--- config.mk ---
export PLATFORM = sky130hd
export DESIGN_NAME = calc_rr_scheduler
export DESIGN_NICKNAME = d
export VERILOG_FILES = /design/src/rtl/calc_rr_scheduler.sv
export SDC_FILE = /design/constraint.sdc
export NUM_CORES = 1
export LEC_CHECK = 0
export BUFFER_PORTS_ARGS = -buffer_cell sky130_fd_sc_hd__clkbuf_2
export CELL_PAD_IN_SITES_DETAIL_PLACEMENT = 1
export CELL_PAD_IN_SITES_GLOBAL_PLACEMENT = 2
export CORE_UTILIZATION = 30
export DETAILED_ROUTE_END_ITERATION = 6
export PLACE_DENSITY_LB_ADDON = 0.1
export RECOVER_POWER = 50
export REMOVE_ABC_BUFFERS = 1
export SKIP_LAST_GASP = 1
export SLEW_MARGIN = 0
export SYNTH_ARGS = -nofsm -noshare
export SYNTH_HDL_FRONTEND = slang
export SYNTH_SLANG_ARGS = --single-unit
--- constraint.sdc ---
create_clock -name clk -period 2.8 [get_ports clk]
set_clock_uncertainty 0.2 [all_clocks]
set_input_delay 0.42 -clock clk [delete_from_list [all_inputs] [get_ports clk]]
set_output_delay 0.42 -clock clk [all_outputs]
set_load 0.01 [all_outputs]
--- src/rtl/calc_rr_scheduler.sv ---
// calc_rr_scheduler: round-robin sharing of one calculator over a press/done handshake,
// with timeout abort and tagged, registered responses.
module calc_rr_scheduler #(
    parameter int NREQ    = 4,
    parameter int TIMEOUT = 15
) (
    input  logic              clk,
    input  logic              rst,
    input  logic [NREQ-1:0]   req_valid,
    input  logic [4*NREQ-1:0] req_a,
    input  logic [4*NREQ-1:0] req_b,
    input  logic [3*NREQ-1:0] req_op,
    output logic [NREQ-1:0]   req_ready,
    output logic              rsp_valid,
    output logic [1:0]        rsp_id,
    output logic [7:0]        rsp_data,
    output logic              rsp_err,
    output logic              busy,
    output logic [3:0]        calc_a,
    output logic [3:0]        calc_b,
    output logic [2:0]        calc_op,
    output logic              calc_press,
    input  logic [7:0]        calc_result,
    input  logic              calc_done
);
    typedef enum logic [1:0] {IDLE, WAIT_DONE, RELEASE, RESPOND} state_t;
    state_t          state, state_n;
    logic [1:0]      ptr, ptr_n, gnt, gnt_n, pick, idx;
    logic            hit, err, err_n, expired;
    logic [7:0]      cnt, cnt_n, res, res_n;
    logic [NREQ-1:0] req_ready_n;
    logic            rsp_valid_n, rsp_err_n, calc_press_n, busy_n;
    logic [1:0]      rsp_id_n;
    logic [7:0]      rsp_data_n;
    logic [3:0]      calc_a_n, calc_b_n;
    logic [2:0]      calc_op_n;
    logic [3:0]      a_arr [NREQ];
    logic [3:0]      b_arr [NREQ];
    logic [2:0]      op_arr [NREQ];

    always_comb begin
        for (int i = 0; i < NREQ; i++) begin
            a_arr[i]  = req_a[4*i +: 4];
            b_arr[i]  = req_b[4*i +: 4];
            op_arr[i] = req_op[3*i +: 3];
        end
    end

    // Scan downward from the farthest slot so the first valid at/after ptr wins.
    always_comb begin
        hit  = 1'b0;
        pick = '0;
        idx  = '0;
        for (int k = NREQ - 1; k >= 0; k--) begin
            idx = 2'((int'(ptr) + k) % NREQ);
            if (req_valid[idx]) begin
                hit  = 1'b1;
                pick = idx;
            end
        end
    end

    assign expired = cnt == 8'(TIMEOUT - 1);

    always_comb begin
        state_n      = state;
        ptr_n        = ptr;
        gnt_n        = gnt;
        cnt_n        = cnt + 8'd1;
        err_n        = err;
        res_n        = res;
        calc_a_n     = calc_a;
        calc_b_n     = calc_b;
        calc_op_n    = calc_op;
        calc_press_n = calc_press;
        req_ready_n  = '0;
        rsp_valid_n  = 1'b0;
        rsp_id_n     = '0;
        rsp_data_n   = '0;
        rsp_err_n    = 1'b0;
        case (state)
            IDLE: begin
                cnt_n = '0;
                if (hit) begin
                    state_n      = WAIT_DONE;
                    gnt_n        = pick;
                    err_n        = 1'b0;
                    res_n        = '0;
                    calc_a_n     = a_arr[pick];
                    calc_b_n     = b_arr[pick];
                    calc_op_n    = op_arr[pick];
                    calc_press_n = 1'b1;
                    req_ready_n  = NREQ'(1) << pick;
                end
            end
            WAIT_DONE: if (calc_done || expired) begin
                state_n      = RELEASE;
                cnt_n        = '0;
                calc_press_n = 1'b0;
                err_n        = !calc_done;
                res_n        = calc_done ? calc_result : 8'd0;
            end
            RELEASE: if (!calc_done || expired) begin
                state_n     = RESPOND;
                rsp_valid_n = 1'b1;
                rsp_id_n    = gnt;
                rsp_err_n   = err | calc_done;
                rsp_data_n  = (err | calc_done) ? 8'd0 : res;
            end
            default: begin
                state_n = IDLE;
                ptr_n   = (int'(gnt) == NREQ - 1) ? 2'd0 : gnt + 2'd1;
            end
        endcase
        busy_n = state_n != IDLE;
    end

    always_ff @(posedge clk) begin
        if (rst) begin
            state      <= IDLE;
            ptr        <= '0;
            gnt        <= '0;
            cnt        <= '0;
            err        <= 1'b0;
            res        <= '0;
            calc_a     <= '0;
            calc_b     <= '0;
            calc_op    <= '0;
            calc_press <= 1'b0;
            req_ready  <= '0;
            rsp_valid  <= 1'b0;
            rsp_id     <= '0;
            rsp_data   <= '0;
            rsp_err    <= 1'b0;
            busy       <= 1'b0;
        end else begin
            state      <= state_n;
            ptr        <= ptr_n;
            gnt        <= gnt_n;
            cnt        <= cnt_n;
            err        <= err_n;
            res        <= res_n;
            calc_a     <= calc_a_n;
            calc_b     <= calc_b_n;
            calc_op    <= calc_op_n;
            calc_press <= calc_press_n;
            req_ready  <= req_ready_n;
            rsp_valid  <= rsp_valid_n;
            rsp_id     <= rsp_id_n;
            rsp_data   <= rsp_data_n;
            rsp_err    <= rsp_err_n;
            busy       <= busy_n;
        end
    end
endmodule
==> results.yml, run 1 <==
cts:
  clock-sinks: 52
  cts.path.max_buffers: 2
  hold_buffers: 0
  cts_tree: "yes"
  root_buffer: "clkbuf_8"
  cts_setup_buffers: 0
  clkSlewWorstSetupHoldPaths_ns: 0.10
  numCtsBuffers: 5
  htree_levels: 2
  clkLatencyLatePin_ns: 0.30
  cts_resized: 0
synthesis:
  synth_area_leaders: "dfxtp_1 47%, mux2i_1 11%, nor2_1 4.9%"
  synth_area_um2: 2220
  ys.warnings.count: 0
  seq_area_frac_synth: 0.469
  async_flop_share: 0
  syn_inst: 219
  yosysUniqueCellTypes: 40
  synth-edff-count: 0
  synth_area_per_cell_um2: 10.1
  yosys_register_bits: 52
  synth_top_area_cell: "dfxtp_1"
  netlist.area_leader.share: 0.469
  synth-main-ff-cell: "dfxtp_1"
worst_setup_path:
  endpoint_kind: "register"
  path_cells: "mux2i_1 > nor2_1 > a311oi_1 > nand2b_1 > o221ai_1"
  cp_slowest_cell: "nand2b_1"
  critical_path_arrival_ns: 2.17
  crit_start: "ptr[1]"
  r2r_setup_slack_ns: 0.59
  reg2regPathDepth: 5
  critPathLaunchType: "register"
  critPathMaxFanout: 13
  path_depth: 5
  worstPathBufferInverterCount: 0
  worstReg2RegEnd: "calc_b[0]"
  critPathMaxStageDelay_ns: 0.51
  critPathTopFamily: "compound AO/OA/AOI/OAI gates"
  reg2reg_from: "ptr[1]"
  crit_type: "reg -> reg"
  cp.required_ns: 2.76
  worstSetupEndpoint: "calc_b[0]"
global_route:
  grt_overflow: 0
  antenna_found_initial: 0
  gr-usage-all-layers: 0.141
  grt_pass1_vias: 1713
  grt_max_degree: 27
  grt_pass1_wl_um: 8310
finish:
  syn_to_final_growth_pct: 25.1
  drive_gt1_frac: 0.252
  fin_cells: 405
  nFillCells: 874
  final_nets: 367
  antennaDiodeCount: 0
place:
  gp_congestion: 0.707
  portBuffers: 87
  dpl.cell_count: 397
  post-dp-hpwl_um: 4000
detailed_routing:
  drtAntennaViolNets: 0
  first_iter_violations: 44
  route.vias.total: 1885
  dr.pass1.iters: 4
  drc_errors: 0
  viasPerCell: 4.65
  drt_wl_total_um: 5340
  wl_per_cell_um: 13.2
floorplanning:
  num_rows: 31
  start_util: 0.308
  die_w_um: 88.0
  die_area_um2: 7750
  io_pins: 88
  core-area_um2: 7210
  die_h_um: 88.0
power:
  peakVddDrop_v: 0.000221
  powerDensity_nw_per_um2: 570
  p_leak_nw: 1.15
  finalPower_w: 0.00159
sta:
  max_clock_freq_mhz: 453
  slew_violations: 0
  slew_headroom: 0.642
  min_period_over_period: 0.788
  final-setup-viol-count: 0
  worst_pin_slew_ns: 0.537
  rsz0062_at_grt: "no"
  period_needed_ns: 2.21
  setup_tns_ns: 0
  hold_violations: 0
worst_hold_path:
  min_path_type: "in -> reg"
status:
  status: "finished, final reports clean"
flow_run:
  cap_violations: 0
-- report_power, final --
group | total, W | switching (W) | internal [W]
logic | 0.000248 | 0.000137 | 0.000110
registers | 0.000812 | 0.0000300 | 0.000782
clock network | 0.000526 | 0.000255 | 0.000271
-- per-stage QoR --
stage	setup WS (ns)	util	hold WS [ns]	area (um2)
2_1_floorplan	0.880	-	0.230	2140
3_3_place_gp	0.715	0.377	0.239	2720
3_5_place_dp	0.697	0.377	0.243	2720
4_1_cts	0.779	0.393	0.148	2830
5_1_grt	0.409	0.385	0.153	2780
6_report	0.594	0.385	0.147	2780
-- worst min-delay path by stage --
stage,start,to,cells after the start
after floorplan,res[0],rsp_data[0],1
after CTS,calc_result[5],res[5],3
after detailed placement,res[4],rsp_data[4],1
after global placement,res[0],rsp_data[0],1
after global routing,calc_result[5],res[5],3
final,calc_result[5],res[5],3
-- state kept, by name (all words and copies together), names as in the netlist, 2 cells and up --
signal	cells
calc_b	4
res	8
cnt	8
gnt	2
state	2
calc_a	4
req_ready	4
ptr	2
rsp_id	2
rsp_data	8
calc_op	3
-- routing by layer --
layer	global-route usage	part of all wire
met1	0.191	0.47
met5	0	0
met2	0.228	0.48
met4	0.0396	0.0086
met3	0.0283	0.044
-- cell usage after synthesis, types with 2 or more instances --
library cell / count
nand4_1: 2
a22oi_1: 8
o221ai_1: 11
nand2_1: 17
or4_4: 2
inv_1: 7
nor2_1: 29
nand2b_1: 2
a21oi_2: 2
nor3_1: 3
mux2i_1: 25
a21oi_1: 9
ha_1: 3
nand3_1: 2
and2_1: 11
dfxtp_1: 52
buf_6: 4
xor2_1: 5
buf_2: 4
-- kinds of logic (layout without fill, tap and decap cells) --
logic type / after synthesis / in the layout / synth area share
simple gates: 76 / 76 / 0.173
flops: 52 / 52 / 0.469
compound gates: 39 / 39 / 0.157
mux: 25 / 25 / 0.113
buf+inv: 18 / 105 / 0.0479
xor+xnor: 6 / 6 / 0.0237
fa+ha+maj: 3 / 3 / 0.0169
-- worst register-to-register path: stages, from the launching register on --
cell      delay [ns]
dfxtp_1         0.45
mux2i_1         0.21
nor2_1          0.06
a311oi_1        0.43
nand2b_1        0.51
o221ai_1        0.21
-- final cells by class --
type | count | area, um2 | area share
well taps | 99 | 124 | 0.0446
flip-flops and latches | 52 | 1040 | 0.375
inverters | 7 | 26.3 | 0.00946
multi-input cells | 149 | 1050 | 0.380
clock inverters | 2 | 38.8 | 0.0140
repair buffers | 90 | 422 | 0.152
clock buffers | 6 | 72.6 | 0.0261
-- cells in the final DEF, fill, tap and decap left out, types with 2 or more instances in the layout --
| cell type | n |
|---|---|
| nor2_1 | 29 |
| nand2_1 | 18 |
| a21oi_1 | 10 |
| nor3_1 | 3 |
| dfxtp_1 | 52 |
| inv_1 | 7 |
| nand3_1 | 2 |
| clkbuf_8 | 5 |
| ha_1 | 3 |
| xor2_1 | 5 |
| and2_1 | 10 |
| buf_4 | 3 |
| a22oi_1 | 8 |
| clkbuf_1 | 30 |
| clkbuf_2 | 58 |
| o221ai_1 | 11 |
| mux2i_1 | 25 |
| nand2b_1 | 3 |
| nand4_1 | 2 |
(Power assumes the default switching activity.)
==> run 2: changes to the inputs <==
--- a/config.mk
+++ b/config.mk
@@ -8,7 +8,7 @@
 export BUFFER_PORTS_ARGS = -buffer_cell sky130_fd_sc_hd__clkbuf_2
 export CELL_PAD_IN_SITES_DETAIL_PLACEMENT = 1
 export CELL_PAD_IN_SITES_GLOBAL_PLACEMENT = 2
-export CORE_UTILIZATION = 30
+export CORE_UTILIZATION = 28
 export DETAILED_ROUTE_END_ITERATION = 6
 export PLACE_DENSITY_LB_ADDON = 0.1
 export RECOVER_POWER = 50
==> constraint.sdc (replaced) <==
create_clock -name clk -period 2.1 [get_ports clk]
set_clock_uncertainty 0.2 [all_clocks]
set_input_delay 0.315 -clock clk [delete_from_list [all_inputs] [get_ports clk]]
set_output_delay 0.315 -clock clk [all_outputs]
set_load 0.01 [all_outputs]
==> run 2 against run 1 <==
Power up 28%. First-iteration DRC count up 16%. Fmax up 13%. Critical path depth up 1.
==> results.yml, run 2 (synthesized netlist as in run 1, its figures left out) <==
global_route:
  gr-usage-all-layers: 0.136
  grt_pass1_wl_um: 8970
  antenna_found_initial: 0
  grt_pass1_vias: 1832
  grt_overflow: 0
  grt_max_degree: 20
detailed_routing:
  drt_wl_total_um: 5560
  wl_met1_um: 2630
  wl_met3_um: 231
  route.vias.total: 1898
  drtAntennaViolNets: 0
  wl_met2_um: 2670
  wl_per_cell_um: 13.4
  top_layer_used: "met4"
  viasPerCell: 4.58
  first_iter_violations: 51
  dr.pass1.iters: 4
  drc_errors: 0
finish:
  antennaDiodeCount: 0
  reg.largest.list: "cnt: 8 flops, res: 8 flops, rsp_data: 8 flops"
  mostFrequentLayoutCells: "58 x clkbuf_2, 52 x dfxtp_1, 29 x nor2_1, 29 x clkbuf_1, 25 x mux2i_1"
  seq_area_um2: 1040
  final_nets: 373
  syn_to_final_growth_pct: 27.7
  layout_commonest_cell: "clkbuf_2"
  fin_area_um2: 2840
  nFillCells: 957
  drive_gt1_frac: 0.279
  multiInputGateArea_um2: 1050
cts:
  root_buffer: "clkbuf_8"
  cts_resized: 0
  cts_tree: "yes"
  htree_levels: 2
  cts.path.max_buffers: 2
  cts_setup_buffers: 0
  clock-sinks: 52
  clkLatencyLatePin_ns: 0.30
  numCtsBuffers: 5
  hold_buffers: 0
  clkSlewWorstSetupHoldPaths_ns: 0.11
flow_run:
  cap_violations: 0
sta:
  setup_tns_ns: 0
  rsz0062_at_grt: "no"
  max_clock_freq_mhz: 512
  period_needed_ns: 1.95
  worst_hold_slack_ns: 0.0441
  slew_headroom: 0.695
  worst_pin_slew_ns: 0.456
  final-setup-viol-count: 0
  slew_violations: 0
  hold_violations: 0
  min_period_over_period: 0.929
place:
  dpl_cell_area_um2: 2800
  post-dp-hpwl_um: 4260
  portBuffers: 87
  gp_congestion: 0.728
worst_setup_path:
  critPathMaxFanout: 11
  crit_type: "reg -> reg"
  critical_path_arrival_ns: 1.93
  cp.required_ns: 2.08
  endpoint_kind: "register"
  cp_slowest_cell: "o2bb2a_2"
  critPathMaxStageDelay_ns: 0.50
  reg2regPathDepth: 6
  critPathLaunchType: "register"
  worstReg2RegEnd: "calc_b[3]"
  worstPathBufferInverterCount: 1
  r2r_setup_slack_ns: 0.15
  reg2reg_from: "ptr[1]"
  path_cells: "a21oi_1 > o21ai_1 > o2bb2a_2 > buf_4 > mux2i_1 > o221ai_1"
  critPathTopFamily: "compound AO/OA/AOI/OAI gates"
worst_hold_path:
  worstHoldEndpoint: "res[4]"
  min_path_type: "in -> reg"
  hold_start: "calc_result[4]"
  whs_path_depth: 3
power:
  peakVddDrop_v: 0.000261
  p_leak_nw: 1.16
  powerDensity_nw_per_um2: 716
floorplanning:
  die_w_um: 91.1
  num_rows: 32
  start_util: 0.289
  io_pins: 88
  core-area_um2: 7690
  die_h_um: 91.1
  die_area_um2: 8290
status:
  status: "finished, final reports clean"
==> run 2: tightest hold or removal path: cells and delay by family <==
| kind | cells | cell delay (ns) |
|---|---|---|
| buffers and inverters | 1 | 0.08 |
| and+or+nand+nor | 1 | 0.07 |
| AOI/OAI and AO/OA | 1 | 0.05 |
==> run 2: layout make-up <==
type,count,share of cell area
tap,102,0.0450
sequential,52,0.367
clock buffer,5,0.0243
inverter,7,0.00927
clock inverter,3,0.00883
multi-input combinational,149,0.372
timing repair buffer,96,0.173
==> run 2: layer usage <==
| layer | up-vias | GRT usage |
|---|---|---|
| met5 | - | 0 |
| met4 | 0 | 0.0357 |
| met3 | 2 | 0.0293 |
| met2 | 40 | 0.225 |
| met1 | 902 | 0.179 |
| li1 | 954 | - |
==> run 2: through the flow <==
| step | setup WS, ns | power (W) | util | instances |
|---|---|---|---|---|
| global placement | 0.130 | 0.00148 | 0.364 | 406 |
| CTS | 0.120 | 0.00209 | 0.376 | 414 |
| floorplan | 0.226 | 0.00129 | - | 208 |
| detailed placement | 0.105 | 0.00148 | 0.364 | 406 |
| finish | 0.148 | 0.00203 | 0.369 | 414 |
| global route | 0.0192 | 0.00216 | 0.369 | 414 |
==> run 2: where the power goes <==
group | internal (W) | switching (W) | leakage [nW]
sequential | 0.00104 | 0.0000353 | 0.424
clock | 0.000244 | 0.000351 | 0.0452
combinational | 0.000163 | 0.000195 | 0.693
==> run 2: worst max path at each step <==
stage	startpoint	end	slack, ns	depth (start not counted)
global placement	req_valid[0]	calc_b[1]	0.13	6
global route	ptr[1]	calc_b[1]	0.02	6
finish	ptr[1]	calc_b[3]	0.15	6
detailed placement	req_valid[1]	calc_a[0]	0.11	6
floorplan	cnt[0]	calc_press	0.23	7
CTS	ptr[1]	calc_a[0]	0.12	5
